<file path="config.mk">
export PLATFORM = sky130hd
export DESIGN_NAME = uart_rx_flat
export DESIGN_NICKNAME = d
export VERILOG_FILES = /design/src/rtl/uart_rx_if.sv /design/src/rtl/uart_rx.sv /design/src/flat_wrapper.sv
export SDC_FILE = /design/constraint.sdc
export NUM_CORES = 1
export LEC_CHECK = 0
export BUFFER_PORTS_ARGS = -buffer_cell sky130_fd_sc_hd__buf_4
export CAP_MARGIN = 30
export CORE_ASPECT_RATIO = 1.25
export CORE_MARGIN = 5
export CORE_UTILIZATION = 40
export DETAILED_ROUTE_END_ITERATION = 10
export GPL_ROUTABILITY_DRIVEN = 0
export GPL_TIMING_DRIVEN = 0
export HOLD_SLACK_MARGIN = 0.15
export PLACE_DENSITY = 0.61
export SETUP_SLACK_MARGIN = 0.15
export SLEW_MARGIN = 20
export SYNTH_ARGS = -nofsm -noshare
export SYNTH_HDL_FRONTEND = slang
export SYNTH_SLANG_ARGS = --single-unit
export TNS_END_PERCENT = 1
</file>
<file path="constraint.sdc">
create_clock -name i_clk -period 3.6 [get_ports i_clk]
set_clock_uncertainty 0.15 [all_clocks]
set_input_delay 0.36 -clock i_clk [delete_from_list [all_inputs] [get_ports i_clk]]
set_output_delay 0.36 -clock i_clk [all_outputs]
set_load 0.05 [all_outputs]
</file>
<file path="src/rtl/uart_rx_if.sv">
// Serial-line and byte-output bundle of the 8N1 UART receiver.
// The slave side is the receiver; the master side drives the line and reads the bytes.
interface uart_rx_if;
  logic       i_uart_rx;
  logic [7:0] o_RX_Data;
  logic       o_RX_DataValid;
  logic       o_frameError;

  modport slave (
    input  i_uart_rx,
    output o_RX_Data,
    output o_RX_DataValid,
    output o_frameError
  );

  modport master (
    output i_uart_rx,
    input  o_RX_Data,
    input  o_RX_DataValid,
    input  o_frameError
  );
endinterface

</file>
<file path="src/rtl/uart_rx.sv">
// 8N1 UART receiver: oversampled start/data/stop decode with a level-held valid window,
// stop-bit framing-error pulse and break recovery.
module uart_rx #(
  parameter int CLKS_PER_BIT = 234,
  parameter int VALID_HOLD   = 4
) (
  input  logic     i_clk,
  input  logic     i_rst_n,
  uart_rx_if.slave bus
);

  localparam int CW = $clog2(CLKS_PER_BIT);
  localparam int HW = $clog2(VALID_HOLD + 1);
  localparam logic [CW-1:0] HALF = CW'((CLKS_PER_BIT - 1) / 2);
  localparam logic [CW-1:0] LAST = CW'(CLKS_PER_BIT - 1);

  typedef enum logic [2:0] {IDLE, START, DATA, STOP, BREAK} state_t;

  state_t        state;
  state_t        state_next;
  logic          rx_meta;
  logic          rx_s;
  logic [CW-1:0] clk_cnt;
  logic [2:0]    bit_idx;
  logic [7:0]    shift_reg;
  logic [HW-1:0] hold_cnt;
  logic [7:0]    data_q;
  logic          valid_q;
  logic          ferr_q;
  logic          shift_en;
  logic          good_stop;
  logic          bad_stop;

  // Synchroniser resets to the idle-high level so reset never looks like a start bit.
  always_ff @(posedge i_clk or negedge i_rst_n) begin
    if (!i_rst_n) begin
      rx_meta <= 1'b1;
      rx_s    <= 1'b1;
    end else begin
      rx_meta <= bus.i_uart_rx;
      rx_s    <= rx_meta;
    end
  end

  always_ff @(posedge i_clk or negedge i_rst_n) begin
    if (!i_rst_n) state <= IDLE;
    else          state <= state_next;
  end

  always_comb begin
    state_next = state;
    case (state)
      IDLE:  if (!rx_s) state_next = START;
      START: if (clk_cnt == HALF) state_next = rx_s ? IDLE : DATA;
      DATA:  if (clk_cnt == LAST && bit_idx == 3'd7) state_next = STOP;
      STOP:  if (clk_cnt == LAST) state_next = rx_s ? IDLE : BREAK;
      BREAK: if (rx_s) state_next = IDLE;
      default: state_next = IDLE;
    endcase
  end

  always_comb begin
    shift_en  = (state == DATA) && (clk_cnt == LAST);
    good_stop = (state == STOP) && (clk_cnt == LAST) && rx_s;
    bad_stop  = (state == STOP) && (clk_cnt == LAST) && !rx_s;
  end

  // Bit timing: the counter restarts on every state change and wraps once per bit period.
  always_ff @(posedge i_clk or negedge i_rst_n) begin
    if (!i_rst_n) begin
      clk_cnt   <= '0;
      bit_idx   <= 3'd0;
      shift_reg <= 8'h00;
    end else begin
      if (state_next != state || state == IDLE || state == BREAK || clk_cnt == LAST)
        clk_cnt <= '0;
      else
        clk_cnt <= clk_cnt + 1'b1;

      if (state != DATA)
        bit_idx <= 3'd0;
      else if (shift_en)
        bit_idx <= bit_idx + 3'd1;

      if (shift_en)
        shift_reg[bit_idx] <= rx_s;
    end
  end

  // Valid window runs off its own counter so a back-to-back start bit never truncates it.
  always_ff @(posedge i_clk or negedge i_rst_n) begin
    if (!i_rst_n) begin
      data_q   <= 8'h00;
      hold_cnt <= '0;
      valid_q  <= 1'b0;
      ferr_q   <= 1'b0;
    end else begin
      ferr_q <= bad_stop;
      if (good_stop) begin
        data_q   <= shift_reg;
        hold_cnt <= HW'(VALID_HOLD);
        valid_q  <= 1'b1;
      end else begin
        if (hold_cnt != '0)
          hold_cnt <= hold_cnt - 1'b1;
        valid_q <= (hold_cnt > HW'(1));
      end
    end
  end

  assign bus.o_RX_Data      = data_q;
  assign bus.o_RX_DataValid = valid_q;
  assign bus.o_frameError   = ferr_q;

endmodule
</file>
<file path="src/flat_wrapper.sv">
// flat-port wrapper written by rule: the top's interface ports become plain ports
module uart_rx_flat 
#(
  parameter int CLKS_PER_BIT = 234,
  parameter int VALID_HOLD   = 4
)
  (i_clk, i_rst_n, bus_i_uart_rx, bus_o_RX_Data, bus_o_RX_DataValid, bus_o_frameError);
  uart_rx_if bus_i ();
  input  logic i_clk;
  input  logic i_rst_n;
  input wire logic [$bits(bus_i.i_uart_rx)-1:0] bus_i_uart_rx;
  output wire logic [$bits(bus_i.o_RX_Data)-1:0] bus_o_RX_Data;
  output wire logic [$bits(bus_i.o_RX_DataValid)-1:0] bus_o_RX_DataValid;
  output wire logic [$bits(bus_i.o_frameError)-1:0] bus_o_frameError;
  assign bus_i.i_uart_rx = bus_i_uart_rx;
  assign bus_o_RX_Data = bus_i.o_RX_Data;
  assign bus_o_RX_DataValid = bus_i.o_RX_DataValid;
  assign bus_o_frameError = bus_i.o_frameError;
  uart_rx #(.CLKS_PER_BIT(CLKS_PER_BIT), .VALID_HOLD(VALID_HOLD)) u_core (.i_clk(i_clk), .i_rst_n(i_rst_n), .bus(bus_i));
endmodule
</file>
=== Word level (Yosys, flattened, before mapping) ===
Index checks and enable logic that the tools add are counted.

* Register bits: 37
* Output and inout port bits: 10
* Logic and storage cells: 56

* Add/sub/neg operators: 3
* Order comparisons: 3
* Eq/ne operators: 9
* Muxes and demuxes: 17
* Reduce and logical (&&, ||, !) cells: 14

{| class="wikitable"
|+ Operators with widths
! kind !! number
|-
| $mux W3 || 10
|-
| $pmux W3 S5 || 1
|-
| $add A8 B1 Y8 const B || 1
|-
| $bwmux W8 || 1
|-
| $eq A8 B7 Y1 const B || 1
|-
| $eq A8 B8 Y1 const B || 1
|-
| $mux W8 || 1
|-
| $eq A3 B2 Y1 const B || 2
|-
| $eq A3 B3 Y1 const B || 2
|-
| $logic_and A1 B1 Y1 || 6
|-
| $lt A3 B4 Y1 const B || 1
|-
| $reduce_bool A2 Y1 || 2
|-
| $add A3 B1 Y3 const B || 1
|-
| $demux W1 S3 || 1
|-
| $eq A3 B1 Y1 const B || 1
|-
| $ge A3 B1 Y1 const B || 1
|-
| $gt A3 B1 Y1 const B || 1
|-
| $logic_not A3 Y1 || 1
|-
| $logic_or A1 B1 Y1 || 3
|-
| $ne A3 B2 Y1 const B || 1
|-
| $ne A3 B3 Y1 || 1
|-
| $reduce_bool A3 Y1 || 1
|-
| $sub A3 B1 Y3 const B || 1
|-
| $mux W1 || 2
|-
| other kinds (2) || 2
|}

=== Longest topological paths before layout ===
Gate-level depths: netlist (run 1).

* Depth after elaboration: 9
* Mapped depth: 7

=== Worst setup path after synthesis (run 1) ===
No wires, ideal clock.

* Kind: flip-flop to flip-flop
* From: register u_core.clk_cnt[1]
* To: register u_core.data_q[0], in the netlist u_core.bus.o_RX_Data[0]
* Arrival time: 1.625 ns
* Required time: 3.322 ns
* Slack: 1.698 ns
* Cell stages (with the launch flop): 8
* Path buffers: 1
* Clock period less this slack: 1.902 ns
* Cells stage by stage: dfrtp_1 > inv_1 > ha_1 > nand3b_4 > nor2_4 > and3_1 > buf_4 > mux2_1

* Longest elaborated chain between the ends: 3

{| class="wikitable"
|+ RTL lines
! what !! line !! text
|-
| start, declared || uart_rx.sv:23 || <nowiki>logic [CW-1:0] clk_cnt;</nowiki>
|-
| start signal, assigned || uart_rx.sv:78 || <nowiki>clk_cnt <= clk_cnt + 1'b1;</nowiki>
|-
| $eq A8 B8 Y1 || uart_rx.sv:64 || <nowiki>good_stop = (state == STOP) && (clk_cnt == LAST) && rx_s;</nowiki>
|-
| $logic_and A1 B1 Y1 (2 in series) || uart_rx.sv:64 ||
|-
| end signal, assigned || uart_rx.sv:100 || <nowiki>data_q <= shift_reg;</nowiki>
|-
| end, declared || uart_rx.sv:27 || <nowiki>logic [7:0] data_q;</nowiki>
|}

No other way between the ends.
A chain may end at the register's enable or synchronous reset.

=== Final worst setup path (run 1) ===
* From: register u_core.clk_cnt[1]
* To: register u_core.data_q[7], in the netlist u_core.bus.o_RX_Data[7]

Same word-level chain as after synthesis.

==> results of run 1 <==
==> layer usage <==
metal | part of all wire, % | GRT usage (%) | vias up
li1 | - | - | 564
met1 | 40 | 12.9 | 597
met2 | 55 | 21.7 | 13
met3 | 3.4 | 3.79 | 4
met4 | 1.1 | 3.66 | 0
met5 | 0 | 0 | -
==> through the flow <==
stage               hold slack (ns)  total power [mW]  utilization, %
floorplan                   -0.0856             0.428               -
global placement              0.189             0.438            44.5
detailed placement            0.198             0.439            44.5
CTS                           0.210             0.721            47.0
global route                  0.215             0.742            47.0
finish                        0.208             0.709            47.0
==> cell type report <==
type                       count  area [sq um]  area share [%]
tap                           58          72.6            3.52
buffer                         4          21.3            1.03
clock buffer                   5          68.8            3.34
timing repair buffer          14           110            5.34
sequential                    37           928            45.0
inverter                       7          26.3            1.27
clock inverter                 3          17.5           0.850
multi-input combinational    101           817            39.6
==> cells by family (layout without fill, tap and decap cells) <==
logic type               after synthesis  after routing  synth area share, %
adder cells (fa/ha/maj)                7              7                 4.88
multiplexers                          18             18                 11.2
AO/OA/AOI/OAI                          9              9                 3.84
AND/OR/NAND/NOR                       59             59                 21.8
XOR/XNOR                               8              8                 3.91
buffers and inverters                 11             33                 2.65
flip-flops                            37             37                 51.8
==> worst min-delay path by stage <==
stage	end	slack (ns)	cells past startpoint
2_1_floorplan	u_core.bit_idx[0]$_DFFE_PN0P_	-0.09	0
3_3_place_gp	u_core.hold_cnt[2]$_DFFE_PN0P_	0.19	1
3_5_place_dp	u_core.hold_cnt[2]$_DFFE_PN0P_	0.20	1
4_1_cts	u_core.rx_s$_DFF_PN1_	0.21	0
5_1_grt	u_core.rx_s$_DFF_PN1_	0.22	0
6_report	u_core.rx_s$_DFF_PN1_	0.21	0
==> critical path: stages, from the launching register on <==
cell and delay (ns):
dfrtp_1 0.41, inv_1 0.09, ha_1 0.21, nand3b_4 0.13
nor2_4 0.19, and3_1 0.24, buf_4 0.20, mux2_1 0.34
==> cells in the final DEF (no fill, tap or decap), drive strengths merged <==
| master | n |
|---|---|
| or3 | 2 |
| a211oi | 2 |
| nor3b | 3 |
| and3b | 1 |
| and2 | 1 |
| nand4 | 2 |
| clkinv | 2 |
| nand2 | 6 |
| a21o | 1 |
| or3b | 1 |
| a32oi | 1 |
| nor2b | 1 |
| and3 | 2 |
| clkbuf | 6 |
| mux2i | 2 |
| ha | 7 |
| dfstp | 2 |
| nor4 | 2 |
| nand3b | 2 |
| a21oi | 2 |
| nand3 | 5 |
| and4bb | 1 |
| dlygate4sd3 | 2 |
| nand2b | 2 |
| and4 | 1 |
| clkinvlp | 1 |
| o31ai | 1 |
| nor3 | 2 |
| xnor2 | 5 |
| dfrtp | 35 |
| a211o | 1 |
| buf | 15 |
| nor2 | 18 |
| or4bb | 1 |
| xor2 | 3 |
| inv | 7 |
| o32a | 1 |
| nand4b | 5 |
| and4b | 1 |
| mux2 | 16 |
==> report_power, final <==
group / total (mW) / internal [mW] / switching [mW] / leakage [nW]
Combinational: 0.0132 / 0.00336 / 0.00987 / 0.538
Clock: 0.278 / 0.133 / 0.145 / 0.0439
Sequential: 0.418 / 0.417 / 0.000665 / 0.495
==> timing repair <==
item | 4_1_cts | 5_1_grt
buffers inserted | 0 | 0
hold buffers | 2 | 0
endpoints found under the hold margin | 36 | 0
==> reports/results.txt, run 1 <==
# IOs = 13
commonest cells in the netlist = dfrtp_1 (35), nor2_1 (17), mux2_1 (14)
post-route setup slack = 1.52 ns
crit share post-route = 57.8%
Worst setup EP type = flip-flop
CP Launch Type = flip-flop
Primary FF master, synth = dfrtp_1
register area share after synthesis = 51.8%
core area = 0.00439 sq mm
clock buffer depth = 2
worst-skew pair later-pin latency = 0.28 ns
drt pass-1 iters = 2
max_cap viols = 0
Vias/cell = 5.14
first-pass GRT wire length = 5.63 mm
synth top area cells = dfrtp_1 (49%), mux2_1 (8.8%), ha_1 (4.9%), nor2_1 (3.6%), dfstp_2 (2.9%)
status = finished clean
Yosys cell types = 43
critical path class = flip-flop to flip-flop
vias in the first global route = 1267
Req. time, crit path = 3.61 ns
syn avg cell area = 12.0 sq um
Die Width = 69.9 um
Clock Sinks = 37
Routed WL = 3.18 mm
FILL cells = 435
die area = 0.00593 sq mm
fin cells = 229
yosys warns = 0
CTS tree = done
Power Density = 344 mW/mm^2
total track usage = 11.8%
initial antenna violation count = 0
layout cells sized above 1 = 19.3%
Arrival @ worst endpoint = 2.09 ns
number of I/O port buffers = 12
Crit Path Max Fanout = 10
Worst-path clk slew = 0.07 ns
number of synthesized flops with an enable pin = 0
Max Slew Vio Count = 0
htree depth = 2
Area Overhead vs Synth = 15.0%
grt total ovfl = 0
Slew HR = 45.9%
Worst R2R Start = u_core.clk_cnt[1]$_DFF_PN0_
Final Hold Viols = 0
Yosys top cell area share = 48.8%
post-CTS sizing = 0
Synth Register Bits = 37
Reg2Reg Depth = 7
Post-Place Worst Slack = 1.51 ns
vias post-DR = 1178
CTS root buf = clkbuf_8
Tmin final = 2.08 ns
Worst setup startpoint = u_core.clk_cnt[1]$_DFF_PN0_
most common cell in the netlist = dfrtp_1
cell area after layout = 0.00206 sq mm
initial cell density of the core = 40.8%
dpl cells = 219
Antenna Nets Post-Route = 0
Final nets = 180
VDD IR max = 0.264 mV
synthesized instance count = 149
Hold/Removal Path Class = flip-flop to flip-flop
syn nets = 159
FMAX = 0.481 GHz
ys async rst share = 100%
Mapped Area = 0.00179 sq mm
cell accounting for the most synthesized area = dfrtp_1
Worst Max-Slew Pin Slew = 0.807 ns
leakage power = 1.08 nW
RSZ-0062 raised after global routing = false
Core Rows = 27
Inserted Diodes = 0
hpwl dp = 2.35 mm
Hold Crit Start = u_core.rx_meta$_DFF_PN1_
crit path capture = u_core.bus.o_RX_Data[7]$_DFFE_PN0P_
R2R Setup Slk = 1.52 ns
Placed Area = 0.00196 sq mm
DRT iter0 DRCs = 44
die height = 84.9 um
Residual DRC = 0
Routed WL per cell = 13.9 um
CTS buffer count = 5
largest net degree at the start of global routing = 38
final setup fails = 0
FF-to-FF End = u_core.bus.o_RX_Data[7]$_DFFE_PN0P_
Post-Route Setup TNS = 0 ns
Note: power is estimated with default switching activity, not from simulation.
==> run 2: changes to the inputs <==
clock period = 2.15 ns   (was 3.6 ns; I/O delays follow)
==> run 2 against run 1 <==
  * Total power grew 68%
  * Flip-flop and latch count stayed put
  * Register-to-register slack got worse by 1.4 ns
  * Critical path depth fell by 2
  * Die area is the same
  * Non-clock buffer count is 10 higher
  * Final cell count is 4.4% higher
  * Worst hold slack about the same
  * Critical endpoint is now u_core.shift_reg[3]$_DFFE_PN0P_
  * Highest routed layer unchanged
  * Via count is 4.3% higher
  * Clock power rose by 68%
  * Worst setup slack lost 1.4 ns
==> reports/results.txt, run 2 (synthesis results as in run 1) <==
Post-Place Worst Slack = 0.0634 ns (was 1.51 ns)
Worst setup startpoint = u_core.state[2]$_DFF_PN0_ (was u_core.clk_cnt[1]$_DFF_PN0_)
Max Slew Vio Count = 0 (unchanged)
most frequent cells in the layout = dfrtp_1 (33), buf_4 (22), nor2_1 (17) (was dfrtp_1 (35), nor2_1 (17), mux2_1 (14))
Hold Crit Depth = 0 (unchanged)
htree depth = 2 (unchanged)
total power = 1.19 mW (was 0.709 mW)
Residual DRC = 0 (unchanged)
layout cells sized above 1 = 26.5% (was 19.3%)
vias post-DR = 1229 (was 1178)
CTS root buf = clkbuf_8 (unchanged)
CP Launch Type = flip-flop (unchanged)
cell area after layout = 0.00216 sq mm (was 0.00206 sq mm)
Worst-path clk slew = 0.08 ns (was 0.07 ns)
Antenna Nets Post-Route = 0 (unchanged)
dpl cells = 219 (unchanged)
leakage power = 1.13 nW (was 1.08 nW)
Reg2Reg Depth = 5 (was 7)
Vias/cell = 5.14 (about the same)
Tmin final = 1.98 ns (was 2.08 ns)
Final Hold Viols = 0 (unchanged)
Comb pwr share = 1.9% (about the same)
initial antenna violation count = 0 (unchanged)
Routed WL per cell = 13.7 um (was 13.9 um)
core area = 0.00439 sq mm (unchanged)
number of I/O port buffers = 12 (unchanged)
Core Rows = 27 (unchanged)
Worst Max-Slew Pin Slew = 0.472 ns (was 0.807 ns)
sequential cell area = 931 sq um (was 928 sq um)
Inserted Diodes = 0 (unchanged)
Routed WL = 3.28 mm (was 3.18 mm)
critical path class = flip-flop to flip-flop (unchanged)
Final nets = 190 (was 180)
Slew HR = 68.5% (was 45.9%)
Hold/Removal Path Class = flip-flop to flip-flop (unchanged)
Crit Path Max Fanout = 5 (was 10)
total track usage = 11.8% (unchanged)
post-route setup slack = 0.169 ns (was 1.52 ns)
register share of total power = 58.9% (about the same)
FILL cells = 422 (was 435)
hpwl dp = 2.35 mm (unchanged)
die area = 0.00593 sq mm (unchanged)
Util after Layout = 49.1% (was 47.0%)
vias in the first global route = 1267 (unchanged)
Sw Share = 22.0% (was 21.9%)
CTS buffer count = 5 (unchanged)
Clock power frac = 39.2% (about the same)
status = finished clean (unchanged)
FMAX = 0.505 GHz (was 0.481 GHz)
Req. time, crit path = 2.17 ns (was 3.61 ns)
Post-Route Setup TNS = 0 ns (unchanged)
Hold Crit Start = u_core.rx_meta$_DFF_PN1_ (unchanged)
RSZ-0062 raised after global routing = true (was false)
grt total ovfl = 0 (unchanged)
CTS tree = done (unchanged)
Clock Sinks = 37 (unchanged)
clock buffer depth = 2 (unchanged)
Area Overhead vs Synth = 20.2% (was 15.0%)
Arrival @ worst endpoint = 2.00 ns (was 2.09 ns)
first-pass GRT wire length = 5.63 mm (unchanged)
Hold WS = 0.208 ns (about the same)
Worst setup EP type = flip-flop (unchanged)
Net Switching = 0.261 mW (was 0.155 mW)
fin cells = 239 (was 229)
max_cap viols = 0 (unchanged)
worst-skew pair later-pin latency = 0.28 ns (about the same)
Pint = 0.928 mW (was 0.554 mW)
Worst R2R Start = u_core.state[2]$_DFF_PN0_ (was u_core.clk_cnt[1]$_DFF_PN0_)
# IOs = 13 (unchanged)
commonest non-fill, non-tap cell in the layout = dfrtp_1 (unchanged)
final setup fails = 0 (unchanged)
drt pass-1 iters = 4 (was 2)
VDD IR max = 0.441 mV (was 0.264 mV)
initial cell density of the core = 40.8% (unchanged)
die height = 84.9 um (unchanged)
crit share post-route = 92.1% (was 57.8%)
Power Density = 552 mW/mm^2 (was 344 mW/mm^2)
area of the multi-input gates = 830 sq um (was 817 sq um)
largest net degree at the start of global routing = 38 (unchanged)
Die Width = 69.9 um (unchanged)
Placed Area = 0.00196 sq mm (unchanged)
DRT iter0 DRCs = 57 (was 44)
==> run 2: layer usage <==
metal	GRT usage [%]	vias up	part of all wire [%]	wire (um)
met5	0	-	0	0
met4	3.66	0	1.1	35
met3	3.79	4	4.0	131
met2	21.7	20	54	1780
met1	12.9	619	40	1330
li1	-	586	-	-
==> run 2: final timing paths <==
check	slack, ns	to
max reg2reg	0.17	u_core.shift_reg[3]$_DFFE_PN0P_
max	0.17	u_core.shift_reg[3]$_DFFE_PN0P_
min	0.21	u_core.rx_s$_DFF_PN1_
min reg2reg	0.21	u_core.rx_s$_DFF_PN1_
max in group asynchronous	1.22	u_core.rx_meta$_DFF_PN1_
min in group asynchronous	0.27	u_core.hold_cnt[2]$_DFFE_PN0P_
==> run 2: worst max-delay path: stages, from the launching register on <==
cell      delay (ns)
dfrtp_2         0.44
or3b_4          0.42
nor3_4          0.26
buf_4           0.15
nand4b_1        0.11
mux2_1          0.34
==> run 2: power by group through the flow <==
stage	clock (mW)	sequential [mW]	combinational [mW]
detailed placement	0	0.714	0.0210
global placement	0	0.714	0.0201
finish	0.467	0.700	0.0225
global route	0.515	0.700	0.0266
CTS	0.484	0.700	0.0240
floorplan	0	0.713	0.00295
==> run 2: timing repair <==
action,in CTS,in global routing
resized for setup,2,4
buffers inserted,0,10
setup endpoints to repair,10,13
endpoints found under the hold margin,38,0
hold buffers,2,0
pin swaps,1,2
==> run 2: final cells by class <==
cell class / instances / share of cell area, %
plain buffers: 4 / 1.16
clock buffers: 5 / 3.19
clock inverters: 3 / 0.813
inverters: 7 / 1.22
multi-input cells: 101 / 38.5
flip-flops and latches: 37 / 43.2
well taps: 58 / 3.37
repair buffers: 24 / 8.59
